[src/rtl/pic_ctrl_pkg.sv]
// Shared definitions for the interrupt controller: register offsets,
// controller states and ISR field positions.
package pic_ctrl_pkg;

   localparam logic [1:0] PIC_MASK = 2'd0;
   localparam logic [1:0] PIC_MODE = 2'd1;
   localparam logic [1:0] PIC_PEND = 2'd2;
   localparam logic [1:0] PIC_ISR  = 2'd3;

   localparam int unsigned ISR_INSVC_BIT = 31;

   typedef enum logic [1:0] {
      ST_IDLE = 2'd0,
      ST_REQ  = 2'd1,
      ST_SVC  = 2'd2
   } pic_state_e;

endpackage

[src/rtl/pic_prio_enc.sv]
// Fixed-priority encoder: bit 0 is the highest priority.
module pic_prio_enc #(
   parameter int unsigned N_SRC = 6,
   parameter int unsigned ID_W  = 3
) (
   input  logic [N_SRC-1:0] elig_i,
   output logic             any_o,
   output logic [ID_W-1:0]  id_o
);

   logic found;

   // Pick the lowest set index of the eligible vector.
   always_comb begin
      any_o = |elig_i;
      id_o  = '0;
      found = 1'b0;
      for (int unsigned i = 0; i < N_SRC; i++) begin
         if (!found && elig_i[i]) begin
            id_o  = ID_W'(i);
            found = 1'b1;
         end
      end
   end

endmodule

[src/rtl/pic_ctrl.sv]
// Programmable interrupt controller: per-source edge/level capture, mask,
// fixed-priority selection and a request/ack/EOI handshake towards CP0.
module pic_ctrl
   import pic_ctrl_pkg::*;
#(
   parameter int unsigned N_SRC = 6,
   parameter int unsigned ID_W  = 3
) (
   input  logic             clk,
   input  logic             reset,
   input  logic [N_SRC-1:0] src_irq,
   input  logic             bus_sel,
   input  logic             bus_we,
   input  logic [1:0]       bus_addr,
   input  logic [31:0]      bus_wdata,
   output logic [31:0]      bus_rdata,
   output logic             cpu_irq,
   input  logic             cpu_ack,
   output logic [ID_W-1:0]  cpu_vec
);

   logic [N_SRC-1:0] mask_q, mask_d;
   logic [N_SRC-1:0] mode_q, mode_d;
   logic [N_SRC-1:0] pend_q, pend_d;
   logic [N_SRC-1:0] prev_q;
   pic_state_e       state_q;
   logic             irq_q;
   logic [ID_W-1:0]  vec_q;

   logic             wr, wr_mask, wr_mode, wr_pend, eoi, ack_take;
   logic [N_SRC-1:0] elig;
   logic [N_SRC-1:0] clr;
   logic             sel_any;
   logic [ID_W-1:0]  sel_id;
   logic             unused_wdata;

   assign unused_wdata = ^bus_wdata[31:N_SRC];

   assign elig    = pend_q & mask_q;
   assign cpu_irq = irq_q;
   assign cpu_vec = vec_q;

   pic_prio_enc #(
      .N_SRC (N_SRC),
      .ID_W  (ID_W)
   ) u_prio (
      .elig_i (elig),
      .any_o  (sel_any),
      .id_o   (sel_id)
   );

   // Bus write decode and next values of the configuration registers.
   always_comb begin
      wr       = bus_sel & bus_we;
      wr_mask  = wr && (bus_addr == PIC_MASK);
      wr_mode  = wr && (bus_addr == PIC_MODE);
      wr_pend  = wr && (bus_addr == PIC_PEND);
      eoi      = wr && (bus_addr == PIC_ISR) && (state_q == ST_SVC);
      ack_take = (state_q == ST_REQ) && cpu_ack;
      mask_d   = wr_mask ? bus_wdata[N_SRC-1:0] : mask_q;
      mode_d   = wr_mode ? bus_wdata[N_SRC-1:0] : mode_q;
   end

   // Pending capture; the incoming MODE decides the source type so a
   // level->edge switch disarms immediately and edge->level starts tracking.
   always_comb begin
      pend_d = '0;
      clr    = '0;
      for (int unsigned i = 0; i < N_SRC; i++) begin
         clr[i] = (wr_pend && bus_wdata[i]) || (ack_take && (vec_q == ID_W'(i)));
         if (!mode_d[i]) begin
            pend_d[i] = src_irq[i];
         end else if (!mode_q[i]) begin
            pend_d[i] = 1'b0;
         end else begin
            pend_d[i] = (src_irq[i] & ~prev_q[i]) | (pend_q[i] & ~clr[i]);
         end
      end
   end

   // Configuration, pending and previous-sample registers.
   always_ff @(posedge clk) begin
      if (reset) begin
         mask_q <= '0;
         mode_q <= '0;
         pend_q <= '0;
         prev_q <= '0;
      end else begin
         mask_q <= mask_d;
         mode_q <= mode_d;
         pend_q <= pend_d;
         prev_q <= src_irq;
      end
   end

   // Request/ack/EOI handshake with registered irq and vector outputs.
   always_ff @(posedge clk) begin
      if (reset) begin
         state_q <= ST_IDLE;
         irq_q   <= 1'b0;
         vec_q   <= '0;
      end else begin
         case (state_q)
            ST_IDLE: begin
               if (sel_any) begin
                  state_q <= ST_REQ;
                  irq_q   <= 1'b1;
                  vec_q   <= sel_id;
               end
            end
            ST_REQ: begin
               if (cpu_ack) begin
                  state_q <= ST_SVC;
                  irq_q   <= 1'b0;
               end else if (sel_any) begin
                  vec_q   <= sel_id;
               end else begin
                  state_q <= ST_IDLE;
                  irq_q   <= 1'b0;
               end
            end
            ST_SVC: begin
               irq_q <= 1'b0;
               if (eoi) begin
                  state_q <= ST_IDLE;
               end
            end
            default: begin
               state_q <= ST_IDLE;
               irq_q   <= 1'b0;
            end
         endcase
      end
   end

   // Register read mux, zero-extended.
   always_comb begin
      bus_rdata = '0;
      case (bus_addr)
         PIC_MASK: bus_rdata[N_SRC-1:0] = mask_q;
         PIC_MODE: bus_rdata[N_SRC-1:0] = mode_q;
         PIC_PEND: bus_rdata[N_SRC-1:0] = pend_q;
         PIC_ISR: begin
            bus_rdata[ISR_INSVC_BIT] = (state_q == ST_SVC);
            bus_rdata[ID_W-1:0]      = vec_q;
         end
         default: bus_rdata = '0;
      endcase
   end

endmodule

[config.mk]
export PLATFORM = sky130hd
export DESIGN_NAME = pic_ctrl
export DESIGN_NICKNAME = d
export VERILOG_FILES = /design/src/rtl/pic_ctrl_pkg.sv /design/src/rtl/pic_prio_enc.sv /design/src/rtl/pic_ctrl.sv
export SDC_FILE = /design/constraint.sdc
export NUM_CORES = 1
export LEC_CHECK = 0
export CAP_MARGIN = 30
export CORE_ASPECT_RATIO = 0.5
export CORE_UTILIZATION = 45
export DETAILED_ROUTE_END_ITERATION = 8
export PLACE_DENSITY = 0.86
export SYNTH_ARGS = -nofsm -noshare
export SYNTH_HDL_FRONTEND = slang
export SYNTH_SLANG_ARGS = --single-unit
[constraint.sdc]
create_clock -name clk -period 3.49 [get_ports clk]
set_input_delay 1.047 -clock clk [delete_from_list [all_inputs] [get_ports clk]]
set_output_delay 1.047 -clock clk [all_outputs]
set_load 0.01 [all_outputs]
==> results of run 1 <==
## sequential cells by signal, indices dropped and copies added (netlist names)
name and cells:
pend_q 6, mask_q 6, cpu_irq 1, state_q 2, prev_q 6, mode_q 6, cpu_vec 3
## critical path, cell delays in order
cell and delay, ns:
clkdlybuf4s50_1 0.49, buf_6 0.17, mux4_2 0.31, dlygate4sd2_1 0.30
## kinds of logic after synthesis
kind of cell    share of synthesized area [%]
mux                                      8.84
other cells                             0.210
compound gates                           21.4
flops                                    33.7
simple gates                             20.2
fa+ha+maj                               0.561
buf+inv                                  15.1
## final cells by class
class	count	area [um^2]
sequential	30	601
multi-input combinational	159	1000
timing repair buffer	34	323
clock buffer	7	86.3
clock inverter	1	5.00
tap	51	63.8
fill	309	1500
inverter	7	26.3
## layout by cell type (no fill, tap or decap), types with 3 or more instances in the layout
cell type / netlist / routed
a211oi_1: 7 / 7
a211oi_2: 4 / 4
a21oi_1: 9 / 9
a22o_1: 4 / 4
a22oi_1: 5 / 5
a32oi_1: 4 / 4
and4b_1: 3 / 3
buf_4: 28 / 4
clkbuf_8: 0 / 6
clkdlybuf4s50_1: 0 / 21
conb_1: 1 / 25
dfxtp_1: 30 / 30
dlygate4sd2_1: 0 / 7
inv_1: 7 / 7
mux2i_1: 9 / 9
mux4_2: 3 / 3
nand2_1: 24 / 24
nand3_1: 5 / 5
nor2_1: 11 / 11
nor2b_1: 12 / 12
nor3_1: 3 / 3
o21ai_0: 8 / 8
o21ai_1: 5 / 5
o22ai_1: 4 / 4
## synthesized netlist by cell type, types with 5 or more instances
cell	count
o21ai_0	8
nand3_1	5
a22oi_1	5
o21ai_1	5
dfxtp_1	30
a21oi_1	9
nand2_1	24
buf_4	28
inv_1	7
a211oi_1	7
nor2_1	11
nor2b_1	12
mux2i_1	9
## metal layers
layer,vias up,global-route usage [%]
li1,758,-
met1,768,27.5
met2,79,36.7
met3,7,4.13
met4,0,11.4
met5,-,0
## timing repair
action	CTS	global route
endpoints found under the hold margin	0	0
gates resized for setup	10	0
endpoints found under the setup margin	7	0
## path summary, 6_finish.rpt
kind | start | to | slack [ns] | cells past startpoint
max | bus_addr[0] | bus_rdata[2] | 0.13 | 4
min | mode_q[4] | mode_q[4] | 0.49 | 2
max reg2reg | pend_q[4] | cpu_irq | 2.06 | 4
min reg2reg | mode_q[4] | mode_q[4] | 0.49 | 2
## through the flow
step | hold slack, ns | cell area [um^2]
3_3_place_gp | 0.473 | 2020
2_1_floorplan | 0.455 | 1870
6_report | 0.491 | 2110
4_1_cts | 0.496 | 2110
5_1_grt | 0.530 | 2110
3_5_place_dp | 0.486 | 2020
## power groups by stage
stage	sequential (mW)	clock [mW]	combinational (mW)
after floorplan	0.372	0	0.0834
after global placement	0.375	0	0.106
after detailed placement	0.376	0	0.108
after CTS	0.368	0.298	0.106
after global routing	0.370	0.316	0.118
final	0.369	0.295	0.107
==> impl_results.md, run 1 <==
- Top cell type's share of synthesized area: 33.7%
- Routed met1 length: 1.87 mm
- Fin nets: 282
- Drt first pass iters: 4
- Metal2 WL: 1.92 mm
- Hold WC Path Type: reg2reg
- CTS Sinks: 30
- Buffers from clock root to sink, at most: 2
- H-tree depth: 2
- WL met3: 297 um
- Starting Density: 49.5%
- I/O Buffers: 29
- Number of setup buffers added after CTS: 0
- Vias in the first global route: 1459
- Post-Place Worst Slack: -0.349 ns
- Min cycle time layout: 3.36 ns
- Initial DRC count: 139
- Final critical-path share of the clock period: 96.3%
- Final Max Tran Viols: 0
- Final WL: 4.17 mm
- Detail Route Antenna Nets: 0
- Max-cap violations: 0
- P_int: 0.564 mW
- Number of synthesized register bits: 30
- Wire length of the first global-routing pass: 6.90 mm
- CP required: 2.44 ns
- Num CTS Buffers: 5
- Routed len/inst: 14.4 um
- Status: completed
- Final Hold Fails: 0
- Die Area: 4240 um^2
- # rows: 15
- DP HPWL: 2.98 mm
- Maximum VDD drop: 0.139 mV
- Uppermost layer routed: met4
- Fin worst setup slack: 0.130 ns
- Sequential share of the synthesized area: 33.7%
- Clock Latency Late Sink: 0.29 ns
- Clock root buffer: clkbuf_8
- Synth area leaders: dfxtp_1 (34%), buf_4 (12%), mux2i_1 (5.0%), nand2_1 (5.0%), nor2b_1 (4.2%)
- Hold-fix buffers, CTS: 0
- Final setup TNS: 0 ns
- Logic pwr share: 13.9%
- Util after Layout: 58.5%
- Die width: 91.1 um
- Worst clock skew: 0.00569 ns
- Layout cell share with drive strength beyond 1: 9.24%
- PnR Total Power: 0.770 mW
- DR DRC count: 0
- Switch share: 26.7%
- Fin cells: 289
- Top-level port count: 81
- Clock power frac: 38.3%
- Clock slew at reported path FFs: 0.06 ns
- Mapped Area: 1780 um^2
- Vias: 1612
- CTS tree: built
- Total core area: 3600 um^2
- Syn Inst Count: 206
- Chip height: 46.5 um
- CP arrival: 2.31 ns
- Yosys Warn Count: 0
- Total global routing overflow: 0
- NetSw: 0.206 mW
- DR vias/cell: 5.58
- Largest net degree at the start of global routing: 31
- N_diodes: 0
- Netlist cell types: 37
- Area leader, netlist: dfxtp_1
- Routability congestion estimate: 0.821
- Synth Flop Type: dfxtp_1
- Total GRT Usage: 21.7%
- Area Overhead vs Synth: 18.2%
- RSZ-0062 raised after global routing: false
- Crit Path Class: in2out
- Lkg Pwr: 0.794 nW
- CP max FO: 12
- Async SR Flop Fraction: 0%
- PwrDens: 365 nW/um^2
- Peak Freq: 0.298 GHz
- Startpoint Class: primary input
- Crit. End Element: output port
- Slew HR: 58.1%
- Initial antenna violation count: 0
- Final setup viols: 0
- EDFF count, synth: 0
- Worst-margin pin slew: 0.625 ns
- Seq pwr share: 47.8%
- Syn avg cell area: 8.66 um^2
- Dpl cells: 281
No activity file was read; power rests on OpenSTA's default activity.
==> run 2, diff against run 1 <==
ABC_AREA = 1   (was unset)
CORE_ASPECT_RATIO = 1.75   (was 0.5)
CORE_UTILIZATION = 44   (was 45)
PLACE_DENSITY = 0.85   (was 0.86)
==> impl_results.md, run 2 <==
- Status: completed
- Min cycle time layout: 3.43 ns (+0.0706 ns)
- Routed len/inst: 10.9 um (-25%)
- Async SR Flop Fraction: 0% (unchanged)
- Clock power frac: 40.4% (+2.1 points)
- Peak Freq: 0.292 GHz (-2.1%)
- Vias: 1700 (+5.5%)
- Total GRT Usage: 18.9% (-2.8 points)
- Synth area leaders: dfxtp_1 (34%), nand2_1 (15%), buf_4 (11%), inv_1 (7.5%), nor2_1 (5.8%)
- Most common library cells after synthesis: nand2_1 (68), inv_1 (35), dfxtp_1 (30)
- Top-level port count: 81 (unchanged)
- Cell family with most CP delay: buffers and inverters
- Final Max Tran Viols: 0 (unchanged)
- Layout cell share with drive strength beyond 1: 11.1% (+1.9 points)
- H-tree depth: 2 (unchanged)
- Crit Path Class: in2out
- CP max FO: 7 (-5)
- Switch share: 26.2% (-0.53 points)
- Area Overhead vs Synth: 23.0%
- Netlist cell types: 26 (-30%)
- Lkg Pwr: 1.06 nW (+34%)
- Final Hold Fails: 0 (unchanged)
- Initial DRC count: 40 (-71%)
- Total core area: 3700 um^2 (+2.7%)
- Detail Route Antenna Nets: 0 (unchanged)
- Final WL: 3.82 mm (-8.3%)
- Area leader, netlist: dfxtp_1
- DP HPWL: 3.00 mm (+0.76%)
- Clock root buffer: clkbuf_8
- Wire length of the first global-routing pass: 6.09 mm (-12%)
- CP cell instances: clkdlybuf4s50_1, buf_4, nor2_1, buf_4, nand2_1, o2111ai_1, dlygate4sd2_1
- # rows: 29 (+14)
- Num CTS Buffers: 5 (unchanged)
- CP required: 2.44 ns (about the same)
- CTS tree: built
- NetSw: 0.225 mW (+9.3%)
- Final setup viols: 0 (unchanged)
- Initial antenna violation count: 0 (unchanged)
- Vias in the first global route: 1507 (+3.3%)
- I/O Buffers: 29 (unchanged)
- Chip height: 85.2 um (+83%)
- Dpl cells: 344 (+22%)
- EDFF count, synth: 0 (unchanged)
- Hold WC Path Type: reg2reg
- Fill cell count: 360 (+17%)
- Maximum VDD drop: 0.287 mV (+110%)
- Sequential share of the synthesized area: 34.5% (+0.82 points)
- DR DRC count: 0 (unchanged)
- Syn Inst Count: 264 (+28%)
- P_int: 0.634 mW (+12%)
- Buffers from clock root to sink, at most: 2 (unchanged)
- Largest net degree at the start of global routing: 19 (-39%)
- Yosys Warn Count: 0 (unchanged)
- Routability congestion estimate: 0.910 (+11%)
- Clock slew at reported path FFs: 0.07 ns (about the same)
- Logic pwr share: 16.1% (+2.2 points)
- Bufs and invs on worst path: 4 (+1)
- Max-cap violations: 0 (unchanged)
- Drt first pass iters: 5 (+1)
- Critical Path Max Stage Delay: 0.50 ns (about the same)
- Worst clock skew: 0.00716 ns (+0.00147 ns)
- Fin cells: 352 (+22%)
- CP arrival: 2.38 ns (+0.07 ns)
- Most common cell after layout, fill and taps aside: nand2_1
- Number of setup buffers added after CTS: 0 (unchanged)
- Total global routing overflow: 0 (unchanged)
- Synth Flop Type: dfxtp_1
- PnR Total Power: 0.859 mW (+11%)
- Number of synthesized register bits: 30 (unchanged)
- Hold-fix buffers, CTS: 0 (unchanged)
- CP most frequent cell: buf_4
- # resized after CTS: 9 (-1)
- Startpoint Class: primary input
- RSZ-0062 raised after global routing: false
- DR vias/cell: 4.83 (-13%)
- Count leader, synth: nand2_1
- N_diodes: 0 (unchanged)
- Most frequent cells in the layout: nand2_1 (67), inv_1 (35), dfxtp_1 (30)
- Mapped Area: 1740 um^2 (-2.4%)
- CTS Sinks: 30 (unchanged)
- Seq pwr share: 43.5% (-4.3 points)
- Die Area: 4220 um^2 (-0.29%)
- Fin nets: 350 (+24%)
- Starting Density: 47.1% (-2.5 points)
- Top cell type's share of synthesized area: 34.5% (+0.82 points)
- Die width: 49.6 um (-46%)
- Syn avg cell area: 6.60 um^2 (-24%)
- PwrDens: 401 nW/um^2 (+9.7%)
- Clock Latency Late Sink: 0.29 ns (about the same)
- Final critical-path share of the clock period: 98.3% (+2.0 points)
- Crit. End Element: output port
- CP max stage cell: clkdlybuf4s50_1
==> run 2: cell types whose count changed in the layout (fill, tap and decap cells not counted), sizes merged, moves of 4 or more <==
| cell | change |
|---|---|
| o22ai | -4 |
| or2 | +6 |
| a32oi | -4 |
| nand2 | +46 |
| a22oi | -5 |
| mux2i | -9 |
| buf | +4 |
| a21oi | +6 |
| a22o | -4 |
| nand3 | +14 |
| a211oi | -11 |
| nor2 | +19 |
| nor2b | -12 |
| inv | +29 |
==> run 2: path summary, 6_finish.rpt <==
path,start,slack [ns],cells past startpoint,endpoint
max,bus_addr[1],0.06,7,bus_rdata[1]
min,mode_q[4],0.47,2,pend_q[4]
max reg2reg,state_q[1],2.10,8,cpu_vec[0]
min reg2reg,mode_q[4],0.47,2,pend_q[4]
==> run 2: through the flow <==
step | utilization, % | instance area [um^2] | hold slack (ns) | setup WS (ns) | TNS [ns]
finish | 57.9 | 2140 | 0.469 | 0.0599 | 0
global route | 57.9 | 2140 | 0.488 | 0.0293 | 0
floorplan | - | 1830 | 0.445 | 0.868 | 0
detailed placement | 55.2 | 2040 | 0.459 | -0.194 | -1.12
CTS | 57.9 | 2140 | 0.469 | 0.0660 | 0
global placement | 55.2 | 2040 | 0.450 | -0.190 | -1.13
==> run 2: cell families after synthesis <==
| logic type | share of synthesized area [%] |
|---|---|
| simple gates | 33.4 |
| buf+inv | 19.5 |
| compound gates | 12.4 |
| flops | 34.5 |
| other cells | 0.215 |
==> run 2: final cells by class <==
cell class / count / area, um^2 / area share (%)
Multi-Input combinational cell: 194 / 895 / 41.8
Sequential cell: 30 / 601 / 28.0
Timing Repair Buffer: 38 / 348 / 16.2
Inverter: 36 / 135 / 6.31
Clock buffer: 7 / 76.3 / 3.56
Tap cell: 46 / 57.6 / 2.69
Clock inverter: 1 / 30.0 / 1.40
==> run 2: layer usage <==
layer	vias up	wire [um]	global-route usage, %
met5	-	0	0
met2	77	2040	35.6
met3	15	194	3.76
met1	745	1480	17.8
li1	863	-	-
met4	0	106	11.9
==> run 2: worst register-to-register path: stages (launching register included) <==
cell,delay (ns)
dfxtp_1,0.33
inv_1,0.10
nand2_1,0.08
nor2_1,0.28
nor2_1,0.14
nand2_1,0.18
nand2_1,0.07
nand2_1,0.06
nor2_1,0.04
==> run 2: power by group through the flow <==
stage | sequential (mW) | combinational (mW) | clock (mW)
2_1_floorplan | 0.379 | 0.102 | 0
3_3_place_gp | 0.380 | 0.138 | 0
3_5_place_dp | 0.380 | 0.141 | 0
4_1_cts | 0.373 | 0.138 | 0.350
5_1_grt | 0.375 | 0.153 | 0.367
6_report | 0.373 | 0.138 | 0.347
==> run 3, diff against run 2 <==
CAP_MARGIN = 20   (was 30)
CORE_ASPECT_RATIO = 2   (was 1.75)
==> impl_results.md, run 3 (synthesis results as in run 2) <==
- Status: completed
- # rows: 32 (+10%)
- Die Area: 4230 um^2 (+0.12%)
- DR vias/cell: 4.87 (+0.90%)
- Peak Freq: 0.296 GHz (+1.4%)
- CP required: 2.44 ns (about the same)
- RR Startpoint: state_q[1]
- Switch share: 26.6% (+0.42 points)
- H-tree depth: 2 (unchanged)
- Final Hold Fails: 0 (unchanged)
- Maximum VDD drop: 0.253 mV (-12%)
- CP arrival: 2.34 ns (-0.04 ns)
- Total GRT Usage: 21.2% (+2.3 points)
- Detail Route Antenna Nets: 0 (unchanged)
- Clock root buffer: clkbuf_8
- Startpoint Class: primary input
- Seq pwr share: 44.3% (+0.8 points)
- Final WL: 3.92 mm (+2.6%)
- P_int: 0.618 mW (-2.5%)
- Chip height: 91.0 um (+6.7%)
- Clock power frac: 39.5% (-0.9 points)
- HP Start: mode_q[5]
- Fin cells: 355 (+0.85%)
- Area of the multi-input gates: 895 um^2 (unchanged)
- Initial DRC count: 34 (-15%)
- Num CTS Buffers: 5 (unchanged)
- Post-Place Worst Slack: -0.211 ns (-0.0170 ns)
- Clock Latency Late Sink: 0.29 ns (about the same)
- Most common cell after layout, fill and taps aside: nand2_1
- Number of setup buffers added after CTS: 0 (unchanged)
- Final Max Tran Viols: 0 (unchanged)
- Fill cell count: 377 (+4.7%)
- Worst clock skew: 0.00506 ns (-0.00210 ns)
- NetSw: 0.224 mW (-0.41%)
- Hold Path Sink: pend_q[5]
- Dpl cells: 347 (+0.87%)
- Min cycle time layout: 3.38 ns (-0.0474 ns)
- Drt first pass iters: 5 (unchanged)
- I/O Buffers: 29 (unchanged)
- Reg-to-reg endpoint: cpu_vec[0]
- Lkg Pwr: 1.05 nW (-0.63%)
- DR DRC count: 0 (unchanged)
- Routability congestion estimate: 0.909 (-0.19%)
- N_diodes: 0 (unchanged)
- Critical Path Max Stage Delay: 0.53 ns (+0.03 ns)
- Final critical-path share of the clock period: 96.9% (-1.4 points)
- Flop-to-flop setup slack: 2.12 ns (+0.02 ns)
- Die width: 46.5 um (-6.2%)
- CP max FO: 5 (-2)
- Starting Density: 45.8% (-1.3 points)
- Hold-critical path depth: 2 (unchanged)
- Total core area: 3800 um^2 (+2.8%)
- DP HPWL: 3.14 mm (+4.7%)
- Fin worst setup slack: 0.107 ns (+0.0474 ns)
- Most frequent cells in the layout: nand2_1 (67), inv_1 (35), dfxtp_1 (30)
- Crit. End Element: output port
- Total global routing overflow: 0 (unchanged)
- Buffers from clock root to sink, at most: 2 (unchanged)
- PwrDens: 395 nW/um^2 (-1.5%)
- Storage element area: 601 um^2 (unchanged)
- Max-cap violations: 0 (unchanged)
- Hold-fix buffers, CTS: 0 (unchanged)
- RSZ-0062 raised after global routing: false
- Fin nets: 348 (-0.57%)
- Routed len/inst: 11.0 um (+1.8%)
- Clock slew at reported path FFs: 0.06 ns (about the same)
- Vias: 1730 (+1.8%)
- CP cell instances: clkdlybuf4s50_1, inv_1, nor2_2, buf_4, nand2_1, o2111ai_1, clkdlybuf4s15_1
- CP startpoint: bus_addr[1]
- CTS Sinks: 30 (unchanged)
- CTS tree: built
- Area Overhead vs Synth: 22.4%
- Top-level port count: 81 (unchanged)
- Largest net degree at the start of global routing: 18 (-1)
- Final setup viols: 0 (unchanged)
- Logic pwr share: 16.3% (+0.2 points)
- CP max stage cell: clkdlybuf4s50_1
- Initial antenna violation count: 0 (unchanged)
- Layout cell share with drive strength beyond 1: 12.2% (+1.1 points)
- Vias in the first global route: 1547 (+2.7%)
- R2R depth: 8 (unchanged)
- Crit Path Class: in2out
- Wire length of the first global-routing pass: 6.40 mm (+5.1%)
- Hold WC Path Type: reg2reg
[run 3: changes by cell type in the layout (fill, tap and decap cells not counted), sizes merged]
cell and delta:
dlygate4sd2 -6, clkbuf +4, buf -2, clkdlybuf4s15 +2, bufinv -1, dlymetal6s2s +1
[run 3: area by class of cell]
type	count	share of cell area (%)
Tap cell	51	2.99
Inverter	36	6.34
Sequential cell	30	28.2
Clock buffer	8	5.16
Multi-Input combinational cell	194	42.0
Timing Repair Buffer	36	15.4
[run 3: power by group through the flow]
| stage | sequential [mW] | clock (mW) | combinational, mW |
|---|---|---|---|
| final | 0.373 | 0.332 | 0.137 |
| after global routing | 0.375 | 0.350 | 0.155 |
| after CTS | 0.372 | 0.335 | 0.137 |
| after detailed placement | 0.380 | 0 | 0.140 |
| after global placement | 0.379 | 0 | 0.138 |
| after floorplan | 0.379 | 0 | 0.102 |
[run 3: worst max path at each step]
stage,endpoint,slack (ns),depth (start not counted)
6_report,bus_rdata[0],0.11,7
2_1_floorplan,bus_rdata[0],0.87,3
5_1_grt,bus_rdata[4],0.005,7
4_1_cts,bus_rdata[31],0.04,4
3_5_place_dp,bus_rdata[1],-0.21,4
3_3_place_gp,bus_rdata[1],-0.21,4
[run 3: routing by layer]
layer	global-route usage (%)	up-vias	share of wire, %
met1	20.3	774	34
met5	0	-	0
li1	-	857	-
met4	17.4	0	6.8
met3	3.98	22	5.4
met2	35.3	77	54
[run 3: what timing repair did]
action / CTS / global route
hold endpoints to repair: 0 / 0
gates resized for setup: 8 / 9
endpoints found under the setup margin: 7 / 6
[run 3: stage by stage]
step                power [mW]  hold WS [ns]  utilization, %  setup TNS (ns)  area (um^2)
finish                   0.842         0.470            56.1               0         2130
global route             0.880         0.492            56.1               0         2130
CTS                      0.845         0.469            56.2               0         2140
detailed placement       0.520         0.459            53.5           -1.12         2030
global placement         0.517         0.450            53.5           -1.23         2030
floorplan                0.481         0.445               -               0         1830
[run 3: worst max-delay path: cells and delay by family]
family | cells | cell delay (ns)
buffers and inverters | 4 | 1.05
AOI/OAI and AO/OA | 1 | 0.09
and+or+nand+nor | 2 | 0.16
